$ cat src/rtl/csr_pkg.sv
// csr_pkg: shared types and constants for the CSR read-modify-write stage.
//   csr_op_t    - CSR operation encoding (RW / RS / RC).
//   CSR_*       - addresses of the FPU status CSRs and the thread-ID CSRs.
//   csr_is_tid  - true for thread-ID CSRs (result gets the lane index added).
//   csr_is_fpu  - true for FPU status CSRs (subject to the optional FPU fence).
package csr_pkg;

  typedef enum logic [1:0] {
    CSR_RW = 2'b01,
    CSR_RS = 2'b10,
    CSR_RC = 2'b11
  } csr_op_t;

  localparam logic [31:0] CSR_FFLAGS = 32'h0000_0001;
  localparam logic [31:0] CSR_FRM    = 32'h0000_0002;
  localparam logic [31:0] CSR_FCSR   = 32'h0000_0003;

  localparam logic [31:0] CSR_WTID   = 32'h0000_0CC0;
  localparam logic [31:0] CSR_LTID   = 32'h0000_0CC1;
  localparam logic [31:0] CSR_GTID   = 32'h0000_0CC2;

  function automatic logic csr_is_tid(input logic [31:0] addr);
    return (addr == CSR_WTID) || (addr == CSR_LTID) || (addr == CSR_GTID);
  endfunction

  function automatic logic csr_is_fpu(input logic [31:0] addr);
    return (addr == CSR_FFLAGS) || (addr == CSR_FRM) || (addr == CSR_FCSR);
  endfunction

endpackage

$ cat src/rtl/csr_pipe_reg.sv
// csr_pipe_reg: one-entry valid/ready pipeline register.
//   clk, reset  - clock, asynchronous active-low reset (clears valid and data).
//   load        - capture enq_data this cycle (caller guarantees space).
//   space       - register can accept an entry: empty or draining this cycle.
//   valid/ready - downstream handshake.
//   enq_data    - payload captured on load; deq_data - held payload.
module csr_pipe_reg #(
  parameter int WIDTH = 8
) (
  input  logic             clk,
  input  logic             reset,
  input  logic             load,
  output logic             space,
  output logic             valid,
  input  logic             ready,
  input  logic [WIDTH-1:0] enq_data,
  output logic [WIDTH-1:0] deq_data
);

  assign space = ~valid | ready;

  // A load in the same cycle as a drain replaces the entry, so the stage
  // sustains one transfer per cycle.
  always_ff @(posedge clk or negedge reset) begin
    if (!reset) begin
      valid    <= 1'b0;
      deq_data <= '0;
    end else if (load) begin
      valid    <= 1'b1;
      deq_data <= enq_data;
    end else if (ready) begin
      valid    <= 1'b0;
    end
  end

endmodule

$ cat src/rtl/csr_rmw_stage.sv
// csr_rmw_stage: CSR execute stage. Performs CSRRW/CSRRS/CSRRC (register and
// immediate forms) against the CSR storage block through its combinational
// read port and registered write port, and returns the old value per lane to
// commit through a one-entry output register.
//   clk, reset                 - clock, asynchronous active-low reset.
//   in_*                       - dispatch request and valid/ready handshake.
//   fpu_pending                - per-warp FPU in-flight flags.
//   csr_read_*                 - read port (data returns combinationally).
//   csr_write_*                - write port (storage updates at the fire edge).
//   out_*                      - registered result and commit handshake.
//   busy                       - in_valid | out_valid, for the cycle counter.
// Optional: define CSR_FPU_FENCE_EN to stall FFLAGS/FRM/FCSR accesses while
// the issuing warp has FPU operations in flight.
module csr_rmw_stage
  import csr_pkg::*;
#(
  parameter int NUM_THREADS   = 4,
  parameter int NUM_WARPS     = 4,
  parameter int UUID_BITS     = 44,
  parameter int CSR_ADDR_BITS = 12,
  parameter int NW_BITS       = (NUM_WARPS > 1) ? $clog2(NUM_WARPS) : 1
) (
  input  logic                      clk,
  input  logic                      reset,

  input  logic                      in_valid,
  output logic                      in_ready,
  input  logic [UUID_BITS-1:0]      in_uuid,
  input  logic [NW_BITS-1:0]        in_wid,
  input  logic [NUM_THREADS-1:0]    in_tmask,
  input  logic [31:0]               in_pc,
  input  logic [4:0]                in_rd,
  input  logic                      in_wb,
  input  logic [1:0]                in_op,
  input  logic                      in_use_imm,
  input  logic [4:0]                in_imm,
  input  logic [CSR_ADDR_BITS-1:0]  in_addr,
  input  logic [NUM_THREADS*32-1:0] in_rs1_data,

  input  logic [NUM_WARPS-1:0]      fpu_pending,

  output logic                      csr_read_enable,
  output logic [UUID_BITS-1:0]      csr_read_uuid,
  output logic [CSR_ADDR_BITS-1:0]  csr_read_addr,
  output logic [NW_BITS-1:0]        csr_read_wid,
  input  logic [31:0]               csr_read_data,

  output logic                      csr_write_enable,
  output logic [UUID_BITS-1:0]      csr_write_uuid,
  output logic [CSR_ADDR_BITS-1:0]  csr_write_addr,
  output logic [NW_BITS-1:0]        csr_write_wid,
  output logic [31:0]               csr_write_data,

  output logic                      out_valid,
  input  logic                      out_ready,
  output logic [UUID_BITS-1:0]      out_uuid,
  output logic [NW_BITS-1:0]        out_wid,
  output logic [NUM_THREADS-1:0]    out_tmask,
  output logic [31:0]               out_pc,
  output logic [4:0]                out_rd,
  output logic                      out_wb,
  output logic [NUM_THREADS*32-1:0] out_data,

  output logic                      busy
);

  localparam int DATA_W = NUM_THREADS * 32;
  localparam int PAY_W  = UUID_BITS + NW_BITS + NUM_THREADS + 32 + 5 + 1 + DATA_W;

  csr_op_t           op;
  logic [31:0]       src;
  logic [31:0]       new_val;
  logic              wr_suppress;
  logic              stall;
  logic              space;
  logic              fire;
  logic [DATA_W-1:0] result;
  logic [PAY_W-1:0]  enq_payload;
  logic [PAY_W-1:0]  deq_payload;

  assign op = csr_op_t'(in_op);

  // Source operand: scan lanes from high to low so the lowest active lane
  // wins; lane 0 is the fallback for an empty thread mask.
  always_comb begin
    src = in_rs1_data[31:0];
    for (int unsigned i = NUM_THREADS; i > 0; i--) begin
      if (in_tmask[i-1]) src = in_rs1_data[(i-1)*32 +: 32];
    end
    if (in_use_imm) src = {27'b0, in_imm};
  end

  always_comb begin
    case (op)
      CSR_RS:  new_val = csr_read_data | src;
      CSR_RC:  new_val = csr_read_data & ~src;
      default: new_val = src;
    endcase
  end

  // Set/clear with a zero operand is a pure read.
  assign wr_suppress = ((op == CSR_RS) || (op == CSR_RC)) && (src == '0);

  always_comb begin
    result = '0;
    for (int unsigned i = 0; i < NUM_THREADS; i++) begin
      result[i*32 +: 32] = csr_read_data + (csr_is_tid(32'(in_addr)) ? 32'(i) : 32'd0);
    end
  end

`ifdef CSR_FPU_FENCE_EN
  // Hold FPU status accesses until the warp's in-flight FPU ops have
  // accumulated their flags.
  assign stall = csr_is_fpu(32'(in_addr)) & fpu_pending[in_wid];
`else
  logic unused_fpu_pending;
  assign unused_fpu_pending = ^fpu_pending;
  assign stall = 1'b0;
`endif

  assign in_ready = space & ~stall;
  assign fire     = in_valid & in_ready;

  assign csr_read_enable  = fire;
  assign csr_read_uuid    = in_uuid;
  assign csr_read_addr    = in_addr;
  assign csr_read_wid     = in_wid;

  assign csr_write_enable = fire & ~wr_suppress;
  assign csr_write_uuid   = in_uuid;
  assign csr_write_addr   = in_addr;
  assign csr_write_wid    = in_wid;
  assign csr_write_data   = new_val;

  assign enq_payload = {in_uuid, in_wid, in_tmask, in_pc, in_rd, in_wb, result};

  csr_pipe_reg #(
    .WIDTH (PAY_W)
  ) u_out_reg (
    .clk      (clk),
    .reset    (reset),
    .load     (fire),
    .space    (space),
    .valid    (out_valid),
    .ready    (out_ready),
    .enq_data (enq_payload),
    .deq_data (deq_payload)
  );

  assign {out_uuid, out_wid, out_tmask, out_pc, out_rd, out_wb, out_data} = deq_payload;

  assign busy = in_valid | out_valid;

endmodule

$ cat config.mk
export PLATFORM = sky130hd
export DESIGN_NAME = csr_rmw_stage
export DESIGN_NICKNAME = d
export VERILOG_FILES = /design/src/rtl/csr_pkg.sv /design/src/rtl/csr_pipe_reg.sv /design/src/rtl/csr_rmw_stage.sv
export SDC_FILE = /design/constraint.sdc
export NUM_CORES = 1
export LEC_CHECK = 0
export CAP_MARGIN = 0
export CORE_AREA = 5 5 251 253
export CTS_BUF_LIST = sky130_fd_sc_hd__clkbuf_8
export CTS_CLUSTER_DIAMETER = 40
export DETAILED_ROUTE_END_ITERATION = 8
export DIE_AREA = 0 0 256 258
export HOLD_SLACK_MARGIN = 0.12
export PLACE_DENSITY = 0.55
export SETUP_SLACK_MARGIN = 0.2
export SYNTH_ARGS = -nofsm -noshare
export SYNTH_HDL_FRONTEND = slang
export SYNTH_SLANG_ARGS = --single-unit
$ cat constraint.sdc
create_clock -name clk -period 4.9 [get_ports clk]
set_input_delay 0.49 -clock clk [delete_from_list [all_inputs] [get_ports clk]]
set_output_delay 0.49 -clock clk [all_outputs]
set_load 0.05 [all_outputs]
Word level (Yosys, flattened, before mapping)
Index checks and enable logic that the tools add are counted.
Widths: inputs -> output; s select.

cells by class
  $add $sub $neg = 3
  eq/ne operators = 5
  mux-type cells = 11
  bitwise logic cells = 9
  reductions and logical operators = 6

operator list
  operator              number
  $mux 32               5
  $add 32x2->32         2
  $pmux 32 s2           1
  $eq 12x12->1 const B  3
  $add 32x1->32         1
  $and 32x32->32        1
  $logic_not 32->1      1
  $not 32->32           1
  $or 32x32->32         1
  $eq 2x2->1 const B    2
  $mux 2                2
  $logic_or 1x1->1      3
  $mux 1                3
  $and 1x1->1           2
  $not 1->1             2
  $or 1x1->1            2
  $reduce_bool 2->1     1
  $logic_and 1x1->1     1

storage, ports and cells
  register bits = 217
  input bits = 276
  output and inout port bits = 369
  word-level logic and storage cells = 36

Longest topological paths before layout
  word-level depth = 9
  depth in mapped cells = 11
  mapped depth without buffers = 11

Hierarchy
From an unflattened synthesis, not the netlist that was laid out.

unflattened totals
  cells, all modules = 1,145
  area total of the unflattened synthesis = 12,933.7 um2

by module, submodules not included
  module         times used  cells each  area an instance (um2)  seq. area each (um2)
  csr_pipe_reg   1           459         8,579.5                 5,430.2
  csr_rmw_stage  1           686         4,354.2                 0.0

Least setup slack after synthesis
Ideal clock, no wire load.

  kind = flip-flop to output port
  start point = reg u_out_reg.valid
  end point = out csr_write_enable
  data arrival time = 2.654 ns
  required time = 4.410 ns
  setup slack = 1.756 ns
  stages on the path, launching flop included = 7
  buffers on the path = 3
  cells stage by stage = dfrtp_1 nand2b_1 nand2_1 clkbuf_1 clkbuf_1 clkbuf_1 a31oi_1

on the way
  word-level cells in the longest chain between the ends = 4

RTL lines
  what                    line                  text
  start, declared         csr_pipe_reg.sv:14    output logic valid,
  start signal, assigned  csr_pipe_reg.sv:26    valid <= 1'b0;
  start signal, assigned  csr_pipe_reg.sv:29    valid <= 1'b1;
  start signal, assigned  csr_pipe_reg.sv:32    valid <= 1'b0;
  $not 1->1               csr_pipe_reg.sv:20    assign space = ~valid | ready;
  $or 1x1->1              csr_pipe_reg.sv:20
  named net in_ready      csr_rmw_stage.sv:27   output logic in_ready,
  $and 1x1->1             csr_rmw_stage.sv:122  assign fire = in_valid & in_ready;
  $and 1x1->1             csr_rmw_stage.sv:129  assign csr_write_enable = fire & ~wr_suppress;
  end, declared           csr_rmw_stage.sv:48   output logic csr_write_enable,

The timed path passes the listed nets, and every way through them passes these cells.

Worst setup path after layout
  start point = in in_tmask[1]
  end point = out csr_write_data[13]

on the way
  word-level cells in the longest chain between the ends = 6
  elaborated cells on any way between the ends = 7
  classes of those cells = mux: 4; bitwise: 3

RTL lines
  what                     line                 text
  start, declared          csr_rmw_stage.sv:30  input logic [NUM_THREADS-1:0] in_tmask,
  $mux 32 * (2 in series)  csr_rmw_stage.sv:88  if (in_tmask[i-1]) src = in_rs1_data[(i-1)*32 +: 32];
  $mux 32 *                csr_rmw_stage.sv:90  if (in_use_imm) src = {27'b0, in_imm};
  $not 32->32              csr_rmw_stage.sv:96  CSR_RC: new_val = csr_read_data & ~src;
  $and 32x32->32           csr_rmw_stage.sv:96
  $pmux 32 s2 *            csr_rmw_stage.sv:94  case (op)
  end, declared            csr_rmw_stage.sv:52  output logic [31:0] csr_write_data,

Every way passes the cells marked *; elsewhere a longest branch is shown, timed or not.

==> impl_results.md <==
- Status: completed
- Num rows: 91
- Clock power share: 32.9%
- Worst Hold Path EP: u_out_reg.deq_data[168]$_DFFE_PN0P_
- Pin count of the biggest net entering global routing: 103
- Synth Area in XOR/XNOR: 6.539%
- Max Fanout on Critical Path: 9
- First-pass iteration count of the detailed router: 7
- Layout cells sized above 1: 9.193%
- WL final: 60,810 µm
- Worst Max-Slew Pin Slew: 0.9477 ns
- Port-buffer cells: 640
- Async SR Flop Fraction: 100.0%
- Post-CTS Resized: 0
- CTS buffer count: 53
- Maximum clock insertion buffer count: 3
- Post-route cell area: 0.01973 mm²
- Max cap viols: 0
- Gr ovfl total: 0
- Netlist cell types: 53
- Slowest cell on the critical path: clkdlybuf4s50_1
- Tot GR Track Use: 17.50%
- Mux contribution to synthesized area: 3.736%
- First-pass GRT wire length: 87,730 µm
- Int Power: 4.332 mW
- Reg-to-Reg Start: u_out_reg.valid$_DFFE_PN0P_
- Ports: 645
- Post-Synth Simple-Gate Area: 22.79%
- Fmax: 0.2485 GHz
- Yosys top cell by area: dfrtp_1
- CTS root buf: clkbuf_8
- Synth Area in Adders: 0.4106%
- Sequential power share: 29.6%
- Cell Area, Synth: 0.01219 mm²
- Vias in the first global route: 12.71k
- CTS clk-pin slew, worst paths: 0.06 ns
- Compound-Gate Fraction of Synth Area: 10.91%
- Vias after detailed routing: 12.24k
- Switch Pwr: 2.888 mW
- Area grow syn2layout: 61.86%
- Final hold vios: 0
- Total core area: 0.06080 mm²
- Nets: 2,281
- Top_reg_cell synth: dfrtp_1
- Startpoint types: input port
- Post-route setup TNS: 0 ns
- Worst endpoint required time: 4.41 ns
- Critical path cell sequence: clkdlybuf4s50_1 > nor2b_1 > a221oi_1 > o21ai_0 > o211ai_1 > o21ai_0 > clkdlybuf4s50_1
- Arr. time, crit path: 3.53 ns
- Setup CP Type: input port to primary output
- Die ar.: 0.06605 mm²
- Vias per inst: 4.315
- CTS tree: done
- Clock sinks: 215
- Post-DR wirelength/cell: 21.43 µm
- Initial antenna violation count: 6
- Most common cell in the netlist: nand2_1
- Hold WC Path Type: input port to register
- Cells after synthesis: 1,489
- Reg-to-reg endpoint: u_out_reg.deq_data[65]$_DFFE_PN0P_
- Period minus WS final: 4.025 ns
- Post-synth EDFFs: 0
- Rel. slew slack: 36.69%
- Leakage: 8.362 nW
- Residual DRC count: 0
- Post-synth top area share: 44.14%
- Post-synth top cells: nand2_1, dfrtp_1, o21ai_0
- Die Wd: 256 µm
- Post-Place Cell Area: 0.01853 mm²
- Final period utilization: 82.13%
- Max Slew Vio Count: 0
- Antenna-violating nets left: 0
- Synth Net Count: 1,769
- Post-synthesis register bit count: 215
- Buffers and inverters on the worst path: 2
- RSZ-0062 raised after global routing: false
- Family with the most delay on the worst path: buffers and inverters
- Switch share: 40.00%
- CP endpoint kind: primary output
- Clk_skew: 0.01708 ns
- Sequential-to-total area share from yosys stat: 44.14%
- Starting density of the core: 20.05%
- Skew-Pair Late Insertion Delay: 0.59 ns
- Final setup vio count: 0
- Hold path startpoint: in_tmask[2]
- PD cells: 366.0 mW/mm²
- Largest family of logic cells by synthesized area: simple AND/OR/NAND/NOR gates
- Peak supply drop: 0.1355 mV
- Combinational power share: 37.5%
- CP peak stage delay: 0.84 ns
- Cells on worst reg2reg path: 6
- Number of H-tree levels: 2
- R2R setup slack: 2.56 ns
- Gp weighted congestion: 0.8941
- DRT iter0 DRCs: 710
- Avg Synthesized Cell Area: 8.186 µm²
- DP Wirelength: 48,250 µm
- Synth warn: 0
- WHS Path Cells: 3
- Die height: 258 µm
- Synth area leaders: dfrtp_1, nand2_1, buf_4
-- how the worst max path moves through the flow --
stage                                start                                  end  depth (start not counted)
5_1_grt                        in_tmask[1]                   csr_write_data[13]                          7
6_report                       in_tmask[1]                   csr_write_data[13]                          7
3_5_place_dp                   in_addr[11]  u_out_reg.deq_data[127]$_DFFE_PN0P_                         13
2_1_floorplan  u_out_reg.valid$_DFFE_PN0P_                     csr_write_enable                          6
3_3_place_gp                   in_addr[11]  u_out_reg.deq_data[123]$_DFFE_PN0P_                         13
4_1_cts                        in_tmask[1]                   csr_write_data[19]                          7
-- cell usage in the layout, fill, tap and decap left out, types with 3 or more instances in the layout --
master           instances
mux2_2                  12
bufinv_16                5
clkbuf_8                62
a211o_1                  9
nand3_1                 56
and2_1                   3
o21ai_0                152
nor3_1                   6
inv_1                   14
a221oi_1                 6
xnor2_1                 44
buf_4                   61
o21ai_1                  3
dfrtp_1                215
clkinv_2                 7
nor2_1                  51
o21a_1                   5
or2_2                   10
and4_1                   3
and3_1                  10
a21oi_1                 19
a22oi_1                  5
nand2b_1                 6
clkinvlp_4              12
o211ai_1                 8
o22ai_1                 11
o221a_2                  4
nand4_1                 10
mux2i_1                 32
clkdlybuf4s50_1        619
ha_1                     4
nand2_1                501
xor2_1                  47
-- layout make-up --
class | count | area, µm²
antenna | 2 | 5.005
clock buffer | 62 | 853.3
clock inverter | 37 | 334.1
fill | 6476 | 41070
inverter | 5 | 21.27
multi-input combinational | 1040 | 5418
sequential | 215 | 5380
tap | 790 | 988.4
timing repair buffer | 686 | 6729
-- power groups by stage --
stage	combinational [mW]	sequential (mW)	clock, mW
finish	2.70	2.14	2.38
global route	2.84	2.17	2.55
CTS	2.74	2.14	2.46
global placement	2.73	2.16	0
detailed placement	2.73	2.17	0
floorplan	0.809	2.98	0
-- flip-flops by register name, summed over array words and instances (netlist names) --
name,flops
u_out_reg.valid,1
u_out_reg.deq_data,214
-- stage by stage --
step	instances	setup WS (ns)	util [%]	hold WS (ns)	total power, mW
after floorplan	1489	1.756	-	0.1944	3.790
after global placement	2735	0.5353	30.47	0.4596	4.889
after detailed placement	2735	0.5060	30.47	0.4613	4.905
after CTS	2835	0.9177	32.44	0.2321	7.345
after global routing	2836	0.6670	32.44	0.2446	7.556
final	2837	0.8754	32.45	0.2733	7.221
-- layer usage --
layer	track usage, %	vias up	wire length (µm)
li1	-	5804	-
met1	20.53	5874	24240
met2	31.92	493	31150
met3	5.006	71	4282
met4	3.703	0	1132
met5	0	-	0
-- worst reg2reg max path, delay by kind of cell, from the launching register on --
family	cells	cell delay (ns)
buffers and inverters	2	1.25
DFF	1	0.40
and+or+nand+nor	4	0.61
-- cell families (layout without fill, tap and decap cells) --
logic type	after synthesis	after routing
buffers and inverters	234	790
xor gates and xnor gates	91	91
other	0	2
and+or+nand+nor	670	670
DFF	215	215
AOI/OAI and AO/OA	231	231
adders and majority gates	4	4
muxes	44	44
-- what timing repair did --
action	in CTS	in global routing
hold endpoints to repair	97	0
setup buffers	0	0
hold buffers	1	0
Power figures use the tool's default switching activity.
